==> src/rtl/sd_req_arbiter_if.sv <==
// Bus bundle between the two sector clients, the arbiter and the upstream
// SD I/O controller. The arbiter takes the slave view; the environment
// (clients plus controller) takes the master view.
interface sd_req_arbiter_if;
    // client side
    logic        c0_rd;
    logic        c0_wr;
    logic        c1_rd;
    logic        c1_wr;
    logic [31:0] c0_lba;
    logic [31:0] c1_lba;
    logic [7:0]  c0_buff_din;
    logic [7:0]  c1_buff_din;
    logic        c0_ack;
    logic        c1_ack;
    logic        c0_buff_wr;
    logic        c1_buff_wr;
    logic        c0_done;
    logic        c1_done;
    logic        c0_err;
    logic        c1_err;

    // upstream controller side
    logic        sd_rd;
    logic        sd_wr;
    logic [31:0] sd_lba;
    logic        sd_ack;
    logic        sd_buff_wr;
    logic [7:0]  sd_buff_din;

    modport slave (
        input  c0_rd, c0_wr, c1_rd, c1_wr,
        input  c0_lba, c1_lba, c0_buff_din, c1_buff_din,
        output c0_ack, c1_ack, c0_buff_wr, c1_buff_wr,
        output c0_done, c1_done, c0_err, c1_err,
        output sd_rd, sd_wr, sd_lba, sd_buff_din,
        input  sd_ack, sd_buff_wr
    );

    modport master (
        output c0_rd, c0_wr, c1_rd, c1_wr,
        output c0_lba, c1_lba, c0_buff_din, c1_buff_din,
        input  c0_ack, c1_ack, c0_buff_wr, c1_buff_wr,
        input  c0_done, c1_done, c0_err, c1_err,
        input  sd_rd, sd_wr, sd_lba, sd_buff_din,
        output sd_ack, sd_buff_wr
    );
endinterface

==> src/rtl/sd_req_arbiter.sv <==
// Two-client sector request arbiter in front of a single SD I/O controller.
// Round-robin grant, request/ack handshake upstream, WAIT_ACK timeout, and a
// drain state that swallows a stale sd_ack before any new grant.
module sd_req_arbiter #(
    parameter logic [23:0] TIMEOUT = 24'd16777215
) (
    input logic              clk_sys,
    input logic              reset,
    sd_req_arbiter_if.slave  bus
);

    localparam logic [2:0] S_IDLE     = 3'd0;
    localparam logic [2:0] S_WAIT_ACK = 3'd1;
    localparam logic [2:0] S_XFER     = 3'd2;
    localparam logic [2:0] S_DONE     = 3'd3;
    localparam logic [2:0] S_DRAIN    = 3'd4;

    logic [2:0]  state_q, state_d;
    logic        gnt_q,   gnt_d;    // client currently owning the controller
    logic        last_q,  last_d;   // client served most recently
    logic        rd_q,    rd_d;
    logic        wr_q,    wr_d;
    logic [31:0] lba_q,   lba_d;
    logic [23:0] cnt_q,   cnt_d;    // WAIT_ACK age
    logic [1:0]  done_q,  done_d;
    logic [1:0]  err_q,   err_d;

    // client requests gathered as vectors indexed by client number
    logic [1:0]       cl_rd;
    logic [1:0]       cl_wr;
    logic [1:0]       cl_req;
    logic [1:0][31:0] cl_lba;
    logic             pick;
    logic             busy;
    logic             timed_out;
    logic [1:0]       ack_v;
    logic [1:0]       bwr_v;

    assign cl_rd     = {bus.c1_rd, bus.c0_rd};
    assign cl_wr     = {bus.c1_wr, bus.c0_wr};
    assign cl_req    = cl_rd | cl_wr;
    assign cl_lba    = {bus.c1_lba, bus.c0_lba};
    assign busy      = (state_q == S_WAIT_ACK) || (state_q == S_XFER);
    assign timed_out = (cnt_q >= TIMEOUT);

    // Single requester wins outright; on a tie the client not served last wins.
    assign pick = (cl_req == 2'b11) ? ~last_q : cl_req[1];

    // Next-state and datapath decisions for the grant FSM
    always_comb begin
        state_d = state_q;
        gnt_d   = gnt_q;
        last_d  = last_q;
        rd_d    = rd_q;
        wr_d    = wr_q;
        lba_d   = lba_q;
        cnt_d   = cnt_q;
        done_d  = '0;
        err_d   = '0;

        case (state_q)
            S_IDLE: begin
                cnt_d = '0;
                if (bus.sd_ack) begin
                    // controller still finishing something we no longer own
                    state_d = S_DRAIN;
                end else if (|cl_req) begin
                    gnt_d   = pick;
                    lba_d   = cl_lba[pick];
                    // read wins when a client raises both
                    rd_d    = cl_rd[pick];
                    wr_d    = ~cl_rd[pick] & cl_wr[pick];
                    state_d = S_WAIT_ACK;
                end
            end

            S_WAIT_ACK: begin
                if (bus.sd_ack) begin
                    rd_d    = 1'b0;
                    wr_d    = 1'b0;
                    state_d = S_XFER;
                end else if (timed_out) begin
                    rd_d          = 1'b0;
                    wr_d          = 1'b0;
                    done_d[gnt_q] = 1'b1;
                    err_d[gnt_q]  = 1'b1;
                    // count the aborted attempt as service so a dead client
                    // cannot monopolise the controller through repeated retries
                    last_d        = gnt_q;
                    cnt_d         = '0;
                    state_d       = S_IDLE;
                end else begin
                    cnt_d = cnt_q + 24'd1;
                end
            end

            S_XFER: begin
                if (!bus.sd_ack) begin
                    done_d[gnt_q] = 1'b1;
                    state_d       = S_DONE;
                end
            end

            S_DONE: begin
                last_d  = gnt_q;
                state_d = S_IDLE;
            end

            S_DRAIN: begin
                if (!bus.sd_ack) begin
                    state_d = S_IDLE;
                end
            end

            default: begin
                state_d = S_IDLE;
            end
        endcase
    end

    // State registers; reset parks in DRAIN if the controller is mid-ack
    always_ff @(posedge clk_sys) begin
        if (reset) begin
            state_q <= bus.sd_ack ? S_DRAIN : S_IDLE;
            gnt_q   <= 1'b0;
            last_q  <= 1'b1;
            rd_q    <= 1'b0;
            wr_q    <= 1'b0;
            lba_q   <= '0;
            cnt_q   <= '0;
            done_q  <= '0;
            err_q   <= '0;
        end else begin
            state_q <= state_d;
            gnt_q   <= gnt_d;
            last_q  <= last_d;
            rd_q    <= rd_d;
            wr_q    <= wr_d;
            lba_q   <= lba_d;
            cnt_q   <= cnt_d;
            done_q  <= done_d;
            err_q   <= err_d;
        end
    end

    // Per-client gating of the shared ack and read-data strobe
    for (genvar n = 0; n < 2; n++) begin : g_cl
        assign ack_v[n] = bus.sd_ack & busy & (gnt_q == 1'(n));
        assign bwr_v[n] = bus.sd_buff_wr & (state_q == S_XFER) & (gnt_q == 1'(n));
    end

    assign bus.c0_ack      = ack_v[0];
    assign bus.c1_ack      = ack_v[1];
    assign bus.c0_buff_wr  = bwr_v[0];
    assign bus.c1_buff_wr  = bwr_v[1];
    assign bus.c0_done     = done_q[0];
    assign bus.c1_done     = done_q[1];
    assign bus.c0_err      = err_q[0];
    assign bus.c1_err      = err_q[1];
    assign bus.sd_rd       = rd_q;
    assign bus.sd_wr       = wr_q;
    assign bus.sd_lba      = lba_q;
    assign bus.sd_buff_din = gnt_q ? bus.c1_buff_din : bus.c0_buff_din;

endmodule

==> src/flat_wrapper.sv <==
// flat-port wrapper written by rule: the top's interface ports become plain ports
module sd_req_arbiter_flat 
#(
    parameter logic [23:0] TIMEOUT = 24'd16777215
)
  (clk_sys, reset, bus_c0_rd, bus_c0_wr, bus_c1_rd, bus_c1_wr, bus_c0_lba, bus_c1_lba, bus_c0_buff_din, bus_c1_buff_din, bus_c0_ack, bus_c1_ack, bus_c0_buff_wr, bus_c1_buff_wr, bus_c0_done, bus_c1_done, bus_c0_err, bus_c1_err, bus_sd_rd, bus_sd_wr, bus_sd_lba, bus_sd_buff_din, bus_sd_ack, bus_sd_buff_wr);
  sd_req_arbiter_if bus_i ();
  input logic clk_sys;
  input logic reset;
  input wire logic [$bits(bus_i.c0_rd)-1:0] bus_c0_rd;
  input wire logic [$bits(bus_i.c0_wr)-1:0] bus_c0_wr;
  input wire logic [$bits(bus_i.c1_rd)-1:0] bus_c1_rd;
  input wire logic [$bits(bus_i.c1_wr)-1:0] bus_c1_wr;
  input wire logic [$bits(bus_i.c0_lba)-1:0] bus_c0_lba;
  input wire logic [$bits(bus_i.c1_lba)-1:0] bus_c1_lba;
  input wire logic [$bits(bus_i.c0_buff_din)-1:0] bus_c0_buff_din;
  input wire logic [$bits(bus_i.c1_buff_din)-1:0] bus_c1_buff_din;
  output wire logic [$bits(bus_i.c0_ack)-1:0] bus_c0_ack;
  output wire logic [$bits(bus_i.c1_ack)-1:0] bus_c1_ack;
  output wire logic [$bits(bus_i.c0_buff_wr)-1:0] bus_c0_buff_wr;
  output wire logic [$bits(bus_i.c1_buff_wr)-1:0] bus_c1_buff_wr;
  output wire logic [$bits(bus_i.c0_done)-1:0] bus_c0_done;
  output wire logic [$bits(bus_i.c1_done)-1:0] bus_c1_done;
  output wire logic [$bits(bus_i.c0_err)-1:0] bus_c0_err;
  output wire logic [$bits(bus_i.c1_err)-1:0] bus_c1_err;
  output wire logic [$bits(bus_i.sd_rd)-1:0] bus_sd_rd;
  output wire logic [$bits(bus_i.sd_wr)-1:0] bus_sd_wr;
  output wire logic [$bits(bus_i.sd_lba)-1:0] bus_sd_lba;
  output wire logic [$bits(bus_i.sd_buff_din)-1:0] bus_sd_buff_din;
  input wire logic [$bits(bus_i.sd_ack)-1:0] bus_sd_ack;
  input wire logic [$bits(bus_i.sd_buff_wr)-1:0] bus_sd_buff_wr;
  assign bus_i.c0_rd = bus_c0_rd;
  assign bus_i.c0_wr = bus_c0_wr;
  assign bus_i.c1_rd = bus_c1_rd;
  assign bus_i.c1_wr = bus_c1_wr;
  assign bus_i.c0_lba = bus_c0_lba;
  assign bus_i.c1_lba = bus_c1_lba;
  assign bus_i.c0_buff_din = bus_c0_buff_din;
  assign bus_i.c1_buff_din = bus_c1_buff_din;
  assign bus_c0_ack = bus_i.c0_ack;
  assign bus_c1_ack = bus_i.c1_ack;
  assign bus_c0_buff_wr = bus_i.c0_buff_wr;
  assign bus_c1_buff_wr = bus_i.c1_buff_wr;
  assign bus_c0_done = bus_i.c0_done;
  assign bus_c1_done = bus_i.c1_done;
  assign bus_c0_err = bus_i.c0_err;
  assign bus_c1_err = bus_i.c1_err;
  assign bus_sd_rd = bus_i.sd_rd;
  assign bus_sd_wr = bus_i.sd_wr;
  assign bus_sd_lba = bus_i.sd_lba;
  assign bus_sd_buff_din = bus_i.sd_buff_din;
  assign bus_i.sd_ack = bus_sd_ack;
  assign bus_i.sd_buff_wr = bus_sd_buff_wr;
  sd_req_arbiter #(.TIMEOUT(TIMEOUT)) u_core (.clk_sys(clk_sys), .reset(reset), .bus(bus_i));
endmodule
==> config.mk <==
export PLATFORM = sky130hd
export DESIGN_NAME = sd_req_arbiter_flat
export DESIGN_NICKNAME = d
export VERILOG_FILES = /design/src/rtl/sd_req_arbiter_if.sv /design/src/rtl/sd_req_arbiter.sv /design/src/flat_wrapper.sv
export SDC_FILE = /design/constraint.sdc
export NUM_CORES = 1
export LEC_CHECK = 0
export BUFFER_PORTS_ARGS = -buffer_cell sky130_fd_sc_hd__buf_4
export CORE_ASPECT_RATIO = 0.8
export CORE_MARGIN = 2
export CORE_UTILIZATION = 50
export DETAILED_ROUTE_END_ITERATION = 7
export PLACE_DENSITY_LB_ADDON = 0.3
export SETUP_SLACK_MARGIN = 0.05
export SYNTH_ARGS = -nofsm -noshare
export SYNTH_HDL_FRONTEND = slang
export SYNTH_SLANG_ARGS = --single-unit
export TNS_END_PERCENT = 30
==> constraint.sdc <==
create_clock -name clk_sys -period 3.6 [get_ports clk_sys]
set_clock_uncertainty 0.1 [all_clocks]
set_input_delay 0.36 -clock clk_sys [delete_from_list [all_inputs] [get_ports clk_sys]]
set_output_delay 0.36 -clock clk_sys [all_outputs]
set_load 0.05 [all_outputs]
======== Word-level counts from Yosys, hierarchy flattened ========
Cells that the tools add are included.
operators by class
  divide/modulo/power cells ............... 0
  shift operators ......................... 0
  $mul .................................... 0
  reductions and logical operators ........ 12
  bitwise operators ....................... 13
  magnitude comparators ................... 4
  add/sub/neg operators ................... 1
  equal/unequal tests ..................... 14
  muxes and demuxes ....................... 37
operators with widths
  kind                                                                      number
  32-bit two-way mux                                                        2
  24-bit two-way mux                                                        2
  24-bit one-hot mux with 2 select lines                                    1
  24-bit by 1-bit adder with 24-bit output (second input constant)          1
  24-bit greater-or-equal comparator (second input constant)                1
  3-bit two-way mux                                                         8
  1-bit two-way mux                                                         14
  3-bit one-hot mux with 4 select lines                                     1
  8-bit two-way mux                                                         1
  4-bit by 3-bit inequality test with 1-bit output (second input constant)  2
  4-bit AND reduction                                                       2
  1-bit bitwise AND                                                         7
  3-bit by 2-bit equality test with 1-bit output (second input constant)    2
  2-bit two-way mux                                                         3
  3-bit inequality test (second input constant)                             2
  1-bit one-hot mux with 2 select lines                                     3
  3-bit AND reduction                                                       2
  1-bit NOT                                                                 5
  1-bit by 2-bit < comparator with 1-bit output (second input constant)     2
  2-bit by 1-bit inequality test with 1-bit output (second input constant)  2
  2-bit inequality test (second input constant)                             2
  2-bit one-hot mux with 2 select lines                                     1
  2-bit nonzero test                                                        2
  2-bit OR reduction                                                        2
  other kinds (11)                                                          11
word-level totals
  bits in latches ......................... 0
  memory bits (read-only) ................. 0
  word-level logic and storage cells ...... 90
  register bits after elaboration ......... 67
  output and inout bits ................... 50
  bits in writable memories ............... 0
  memories ................................ 0
  input port bits ......................... 88

======== Longest topological paths before layout ========
Gate-level depths: netlist of the first run.
  word-level depth ........................ 10
  depth in mapped cells ................... 7
  gate-level depth less buffers ........... 6

======== Worst setup path after synthesis of the first run ========
OpenSTA, ideal clock, no wires.
  kind .................................... flip-flop to output port
  start ................................... reg u_core.state_q[0]
  end ..................................... out bus_c0_ack
  required time ........................... 3.140 ns
  slack ................................... 1.166 ns
  path buffers ............................ 1
  stages on the path, launching flop included .. 5
  arrival time ............................ 1.974 ns
  cells stage by stage .................... edfxtp_1 buf_2 nor2_1 o21ai_0 nor3_1
on the way
  cells in the longest elaborated chain, start to end .. 4
  elaborated cells on any way between the ends .. 5
  those cells by class .................... eq/ne (2); bitwise (2); reduce/logical (1)
ends and longest elaborated chain
  what                                                                                                              RTL line               text
  start, declared                                                                                                   sd_req_arbiter.sv:18   logic [2:0] state_q, state_d;
  start signal, assigned                                                                                            sd_req_arbiter.sv:124  state_q <= bus.sd_ack ? S_DRAIN : S_IDLE;
  start signal, assigned                                                                                            sd_req_arbiter.sv:134  state_q <= state_d;
  3-bit by 1-bit equality test with 1-bit output or 3-bit by 2-bit equality test with 1-bit output (tied branches)  sd_req_arbiter.sv:43   assign busy = (state_q == S_WAIT_ACK) || (state_q == S_XFER);
  1-bit logical OR *                                                                                                sd_req_arbiter.sv:43
  1-bit bitwise AND * (2 in a row)                                                                                  sd_req_arbiter.sv:148  assign ack_v[n] = bus.sd_ack & busy & (gnt_q == 1'(n));
  end, declared                                                                                                     flat_wrapper.sv:18     output wire logic [$bits(bus_i.c0_ack)-1:0] bus_c0_ack;
Mark *: on every way between the ends. The rest lies on a longest branch, timed or not.

======== Final worst setup path of the first run ========
  start ................................... reg u_core.state_q[2]
  end ..................................... reg u_core.lba_q[20], in the netlist u_core.bus.sd_lba[20]
on the way
  cells in the longest elaborated chain, start to end .. 2
ends and longest elaborated chain
  what                                  RTL line               text
  3-bit logical NOT                     sd_req_arbiter.sv:61   case (state_q)
  3-bit AND reduction (no source line)  -
  end signal, assigned                  sd_req_arbiter.sv:139  lba_q <= lba_d;
  end, declared                         sd_req_arbiter.sv:23   logic [31:0] lba_q, lba_d;
No other way between the ends.
A chain may end at the register's enable or synchronous reset.

==> metrics.txt, run 1 <==
Core ar. 6441 sq um; layout cell share with drive strength beyond 1 32.23%; vias per cell 5.613; Seq. cell area 1371 sq um; WL/cell 14.47 microns; Remaining DRCs 0; Fill cells 502; Total Routed Length 9.114 mm; crit path max fanout 64; Max-slew headroom 33.13%; cell family with most CP delay simple AND/OR/NAND/NOR gates; number of hold buffers added after CTS 0; CTS-repair resized insts 0; Seq/Total Area, Yosys 40.80%; worst slew pin tran 1.002 ns; pin count of the biggest net entering global routing 65; #FFs+latches synth 67; area growth from synthesis to layout 37.68%; post-synth top area cell dfxtp_1; Die H 77.33 microns; DR iter-0 viols 226; nets 630; placed cells 614; clk sink count 67; Setup violations, final 0; Buf/Inv on CP 1; Core Rows 26; worst path cell trace nor4_1, nor2b_4, buf_4, nor2_1, a311oi_1; worst skew pair latency 0.33 ns; Mean Syn Cell Area 8.059 sq um; Post-synth EDFFs 3; warnings from Yosys 0; unrepaired setup endpoints after global routing no; Slew Limit Fails 0; Hold Fails Final Rpt 0; critical path class reg2reg; setup repair bufs after CTS 0; Reg clk slew, reported paths 0.07 ns; syn nets 506; Netlist cell types 56; HPWL reported at the end of detailed placement 6.602 mm; cts bufs inserted 9; Peak Freq 415.5 MHz; I/O pin count 138; Tmin final 2.407 ns; post-synthesis instance total 417; filler-free cell count of the finished design 630; routability cong. 0.8778; DR vias 3536; HP Class in2reg; CTS root buf clkbuf_8; initial antenna violation count 0; Util after Layout 71.83%; VDD IR max 421.7 uV; area of the multi-input gates 1862 sq um; most frequent cells in the layout 140 x buf_4, 86 x nand2_1, 64 x dfxtp_1; Critical Path Max Stage Delay 0.61 ns; Final period util 66.86%; predominant post-synthesis flop cell dfxtp_1; die area 7397 sq um; GRT Util Overall 24.23%; ANT nets after route 0; Initial Util 52.18%; Async SR Flop Fraction 0%; DRT Pass-1 Iters 5; total congestion overflow 0; startpoint types flop; clock tree from TritonCTS built; H-tree depth 3; first-pass GRT wire length 14.44 mm; Power Density 633.3 nW/um^2; CTS max path bufs 2; Arrival @ worst endpoint 2.54 ns; most common cell after layout, fill and taps aside buf_4; Lkg Pwr 1.918 nW; cell area after synthesis 3361 sq um; Yosys top cell area share 38.12%; number of global-route vias before repair 3308; status complete, no violations; max-cap check violation count 0; die width 95.66 microns; Total Neg Setup Slack 0 ns; Ant. Diodes 0; slowest CP cell edfxtp_1; Critical Path RT 3.73 ns; crit end category flop; number of port buffers 137; Synth area leaders dfxtp_1 38%, nand2_1 9.6%, a311oi_1 8.3%, nor2_1 6.6%, a31oi_1 3.0%
==> final timing paths <==
kind / slack [ns] / cells after the start / to / from
worst max-delay path: 1.19 / 5 / u_core.bus.sd_lba[20] / u_core.state_q[2]
worst min register to register: 0.40 / 2 / u_core.bus.sd_wr / u_core.bus.sd_wr
worst min-delay path: 0.19 / 3 / u_core.bus.sd_lba[1] / bus_c1_lba[1]
worst max register to register: 1.19 / 5 / u_core.bus.sd_lba[20] / u_core.state_q[2]
==> worst reg2reg max path, stage by stage (launching register included) <==
cell and delay, ns:
edfxtp_1 0.61, nor4_1 0.44, nor2b_4 0.24, buf_4 0.51
nor2_1 0.12, a311oi_1 0.29
==> cells in the mapped netlist (3+ instances only) <==
| library cell | number |
|---|---|
| buf_2 | 9 |
| inv_1 | 4 |
| nor3_1 | 10 |
| clkbuf_1 | 15 |
| nand2_1 | 86 |
| nand4_1 | 6 |
| o21ai_0 | 9 |
| nor2b_1 | 4 |
| dfxtp_1 | 64 |
| a21oi_1 | 15 |
| edfxtp_1 | 3 |
| mux2_2 | 8 |
| xor2_1 | 5 |
| nor2_1 | 59 |
| and3_1 | 3 |
| a31oi_1 | 16 |
| a311oi_1 | 32 |
| nand2b_1 | 7 |
| nand3_1 | 10 |
| nor4_1 | 5 |
| o21bai_1 | 3 |
==> flip-flops by register name (all words and copies together) (netlist names) <==
signal             flops
u_core.cnt_q          24
u_core.bus.sd_wr       1
u_core.state_q         3
u_core.bus.sd_rd       1
u_core.gnt_q           1
u_core.err_q           2
u_core.done_q          2
u_core.bus.sd_lba     32
u_core.last_q          1
==> cell families (layout without fill, tap and decap cells) <==
kind of cell	Yosys count	after routing	synth area share [%]
AND/OR/NAND/NOR	207	207	29.23
AO/OA/AOI/OAI	95	95	20.66
flip-flops	67	67	40.80
buffers and inverters	31	160	4.132
multiplexers	9	9	2.979
XOR/XNOR	7	7	1.824
adder cells (fa/ha/maj)	1	1	0.3722
==> metrics by stage <==
step / setup WS, ns / hold WS, ns / area [sq um] / total power, mW
floorplan: 1.166 / 0.3558 / 3361 / 1.895
global placement: 1.338 / 0.3716 / 4404 / 2.242
detailed placement: 1.217 / 0.3861 / 4404 / 2.265
CTS: 1.191 / 0.1760 / 4627 / 2.944
global route: 0.9460 / 0.1825 / 4627 / 3.082
finish: 1.193 / 0.1861 / 4627 / 2.930
==> layer usage <==
| metal | GRT usage (%) | routed length, microns | vias to the layer above |
|---|---|---|---|
| met5 | 0 | 0 | - |
| met4 | 11.14 | 207 | 0 |
| met3 | 6.505 | 832 | 19 |
| met2 | 37.69 | 4180 | 160 |
| met1 | 31.22 | 3893 | 1594 |
| li1 | - | - | 1763 |
==> area by class of cell <==
class                   count  share of cell area [%]
clock buffers              13                   3.894
well taps                  84                   2.272
clock inverters             3                  0.9194
inverters                   4                  0.3245
multi-input cells         319                   40.24
repair buffers            140                   22.72
flip-flops and latches     67                   29.64
==> power breakdown <==
group | switching [mW] | leakage (nW) | internal, mW
clock network | 0.280 | 0.111 | 0.399
registers | 0.121 | 0.556 | 0.890
logic | 0.836 | 1.25 | 0.404
Note: power is estimated with default switching activity, not from simulation.
==> run 2, diff against run 1 <==
--- a/config.mk
+++ b/config.mk
@@ -8,7 +8,7 @@
 export BUFFER_PORTS_ARGS = -buffer_cell sky130_fd_sc_hd__buf_4
 export CORE_ASPECT_RATIO = 0.8
 export CORE_MARGIN = 2
-export CORE_UTILIZATION = 50
+export CORE_UTILIZATION = 44
 export DETAILED_ROUTE_END_ITERATION = 7
 export PLACE_DENSITY_LB_ADDON = 0.3
 export SETUP_SLACK_MARGIN = 0.05
==> constraint.sdc (replaced) <==
create_clock -name clk_sys -period 1.99 [get_ports clk_sys]
set_clock_uncertainty 0.1 [all_clocks]
set_input_delay 0.199 -clock clk_sys [delete_from_list [all_inputs] [get_ports clk_sys]]
set_output_delay 0.199 -clock clk_sys [all_outputs]
set_load 0.05 [all_outputs]
==> metrics.txt, run 2 (synthesis gave the netlist of run 1 again) <==
Initial Util 45.46% (-6.7 points); crit end category flop; Total Routed Length 10.86 mm (+19%); status complete, no violations; Lkg Pwr 2.216 nW (+16%); DR iter-0 viols 221 (-2.2%); die width 101.7 microns (+6.3%); clock tree from TritonCTS built; I/O pin count 138 (unchanged); Remaining DRCs 0 (unchanged); Peak Freq 507.0 MHz (+22%); routability cong. 0.8516 (-3.0%); initial antenna violation count 0 (unchanged); Core Rows 28 (+7.7%); Seq. cell area 1376 sq um (+0.36%); Core ar. 7392 sq um (+15%); GRT Util Overall 23.96% (-0.26 points); max reg flops 32 (unchanged); CTS max path bufs 2 (unchanged); Reg clk slew, reported paths 0.08 ns (about the same); Worst Setup EP u_core.cnt_q[23]; Max-slew headroom 61.86% (+29 points); Tmin final 1.973 ns (-0.4343 ns); placed cells 677 (+10%); DRT Pass-1 Iters 5 (unchanged); vias per cell 5.469 (-2.6%); total congestion overflow 0 (unchanged); final std cell area, no fill 5215 sq um (+13%); startpoint types flop; Final period util 99.12% (+32 points); R2R depth 6 (+1); number of global-route vias before repair 3451 (+4.3%); Hold Fails Final Rpt 0 (unchanged); die area 8358 sq um (+13%); dpl cell area 4776 sq um (+8.4%); Die H 82.17 microns (+6.3%); area growth from synthesis to layout 55.17%; Placement Setup Slack -0.02438 ns (-1.241 ns); HPWL reported at the end of detailed placement 7.558 mm (+14%); VDD IR max 776.0 uV (+84%); number of hold buffers added after CTS 0 (unchanged); DR vias 3828 (+8.3%); Ant. Diodes 0 (unchanged); max-cap check violation count 0 (unchanged); area of the multi-input gates 2001 sq um (+7.5%); first-pass GRT wire length 15.83 mm (+9.6%); crit path max fanout 6 (-91%); WL/cell 15.52 microns (+7.3%); Critical Path RT 2.12 ns (-1.61 ns); Worst Setup Slack, final 0.01749 ns (-1.176 ns); hold slack final 0.01271 ns (-0.1734 ns); pin count of the biggest net entering global routing 37 (-43%); Power Density 1102 nW/um^2 (+74%); cts bufs inserted 9 (unchanged); unrepaired setup endpoints after global routing yes; layout cell share with drive strength beyond 1 41.85% (+9.6 points); worst r2r src u_core.state_q[2]; clk sink count 67 (unchanged); ANT nets after route 0 (unchanged); most common cell after layout, fill and taps aside buf_4; RR Endpoint u_core.cnt_q[23]; worst skew pair latency 0.34 ns (about the same); most frequent cells in the layout 180 x buf_4, 85 x nand2_1, 60 x dfxtp_1; Setup violations, final 0 (unchanged); number of port buffers 137 (unchanged); Fill cells 554 (+10%); nets 679 (+7.8%); worst slew pin tran 0.5720 ns (-0.4298 ns); R2R Setup Slk 0.02 ns (-1.18 ns); Arrival @ worst endpoint 2.10 ns (-0.44 ns); min-delay src bus_c1_lba[30]; CTS root buf clkbuf_8; HP Class in2reg; Util after Layout 70.55% (-1.3 points); H-tree depth 3 (unchanged); crit path launch u_core.state_q[2]; critical path class reg2reg; filler-free cell count of the finished design 700 (+11%); Slew Limit Fails 0 (unchanged)
-- run 2: cell count changes in the layout (fill, tap and decap cells not counted), sizes merged --
| cell | before | now |
|---|---|---|
| buf | 140 | 189 |
| clkbuf | 13 | 11 |
| clkinv | 1 | 2 |
| clkinvlp | 1 | 2 |
-- run 2: through the flow --
stage	setup TNS (ns)	power [mW]
CTS	0	5.572
global route	-0.02126	6.010
detailed placement	-0.03287	4.309
finish	0	5.746
floorplan	-0.2361	3.431
global placement	0	4.252
-- run 2: cell type report --
cell class / count / area share [%]
inverter: 4 / 0.2879
multi-input combinational: 319 / 38.36
clock buffer: 11 / 3.119
timing repair buffer: 189 / 28.19
tap: 105 / 2.519
clock inverter: 5 / 1.128
sequential: 67 / 26.39
-- run 2: what timing repair did --
action                     in CTS  in global routing
buffers inserted                3                  4
pin swaps                       1                 19
setup endpoints to repair      33                 67
resized for setup               2                 36
-- run 2: how the worst min path moves through the flow --
stage	slack [ns]	endpoint	depth (start not counted)
finish	0.01	u_core.bus.sd_lba[30]	3
global route	0.01	u_core.bus.sd_lba[28]	3
CTS	0.009	u_core.bus.sd_lba[30]	3
detailed placement	0.38	u_core.bus.sd_lba[29]	3
global placement	0.37	u_core.cnt_q[6]	1
floorplan	0.26	u_core.bus.sd_lba[10]	2
-- run 2: routing by layer --
layer / part of all wire [%] / track usage (%) / wire length, microns
met5: 0 / 0 / 0
met4: 0.98 / 7.297 / 107
met3: 8.3 / 7.155 / 905
met2: 50 / 39.54 / 5460
met1: 40 / 30.40 / 4390
-- run 2: power by group --
part	total [mW]	switching [mW]	internal (mW)	leakage [nW]
combinational	2.71	1.72	0.996	1.55
sequential	1.79	0.182	1.61	0.558
clock	1.24	0.551	0.689	0.107
total	5.75	2.45	3.29	2.22
-- run 2: worst max-delay path: stages, from the launching register on --
cell and delay [ns]:
edfxtp_1 0.60, a211o_4 0.39, nor4_2 0.22, buf_4 0.15, nand4_1 0.12, xor2_1 0.21, nor2_1 0.05
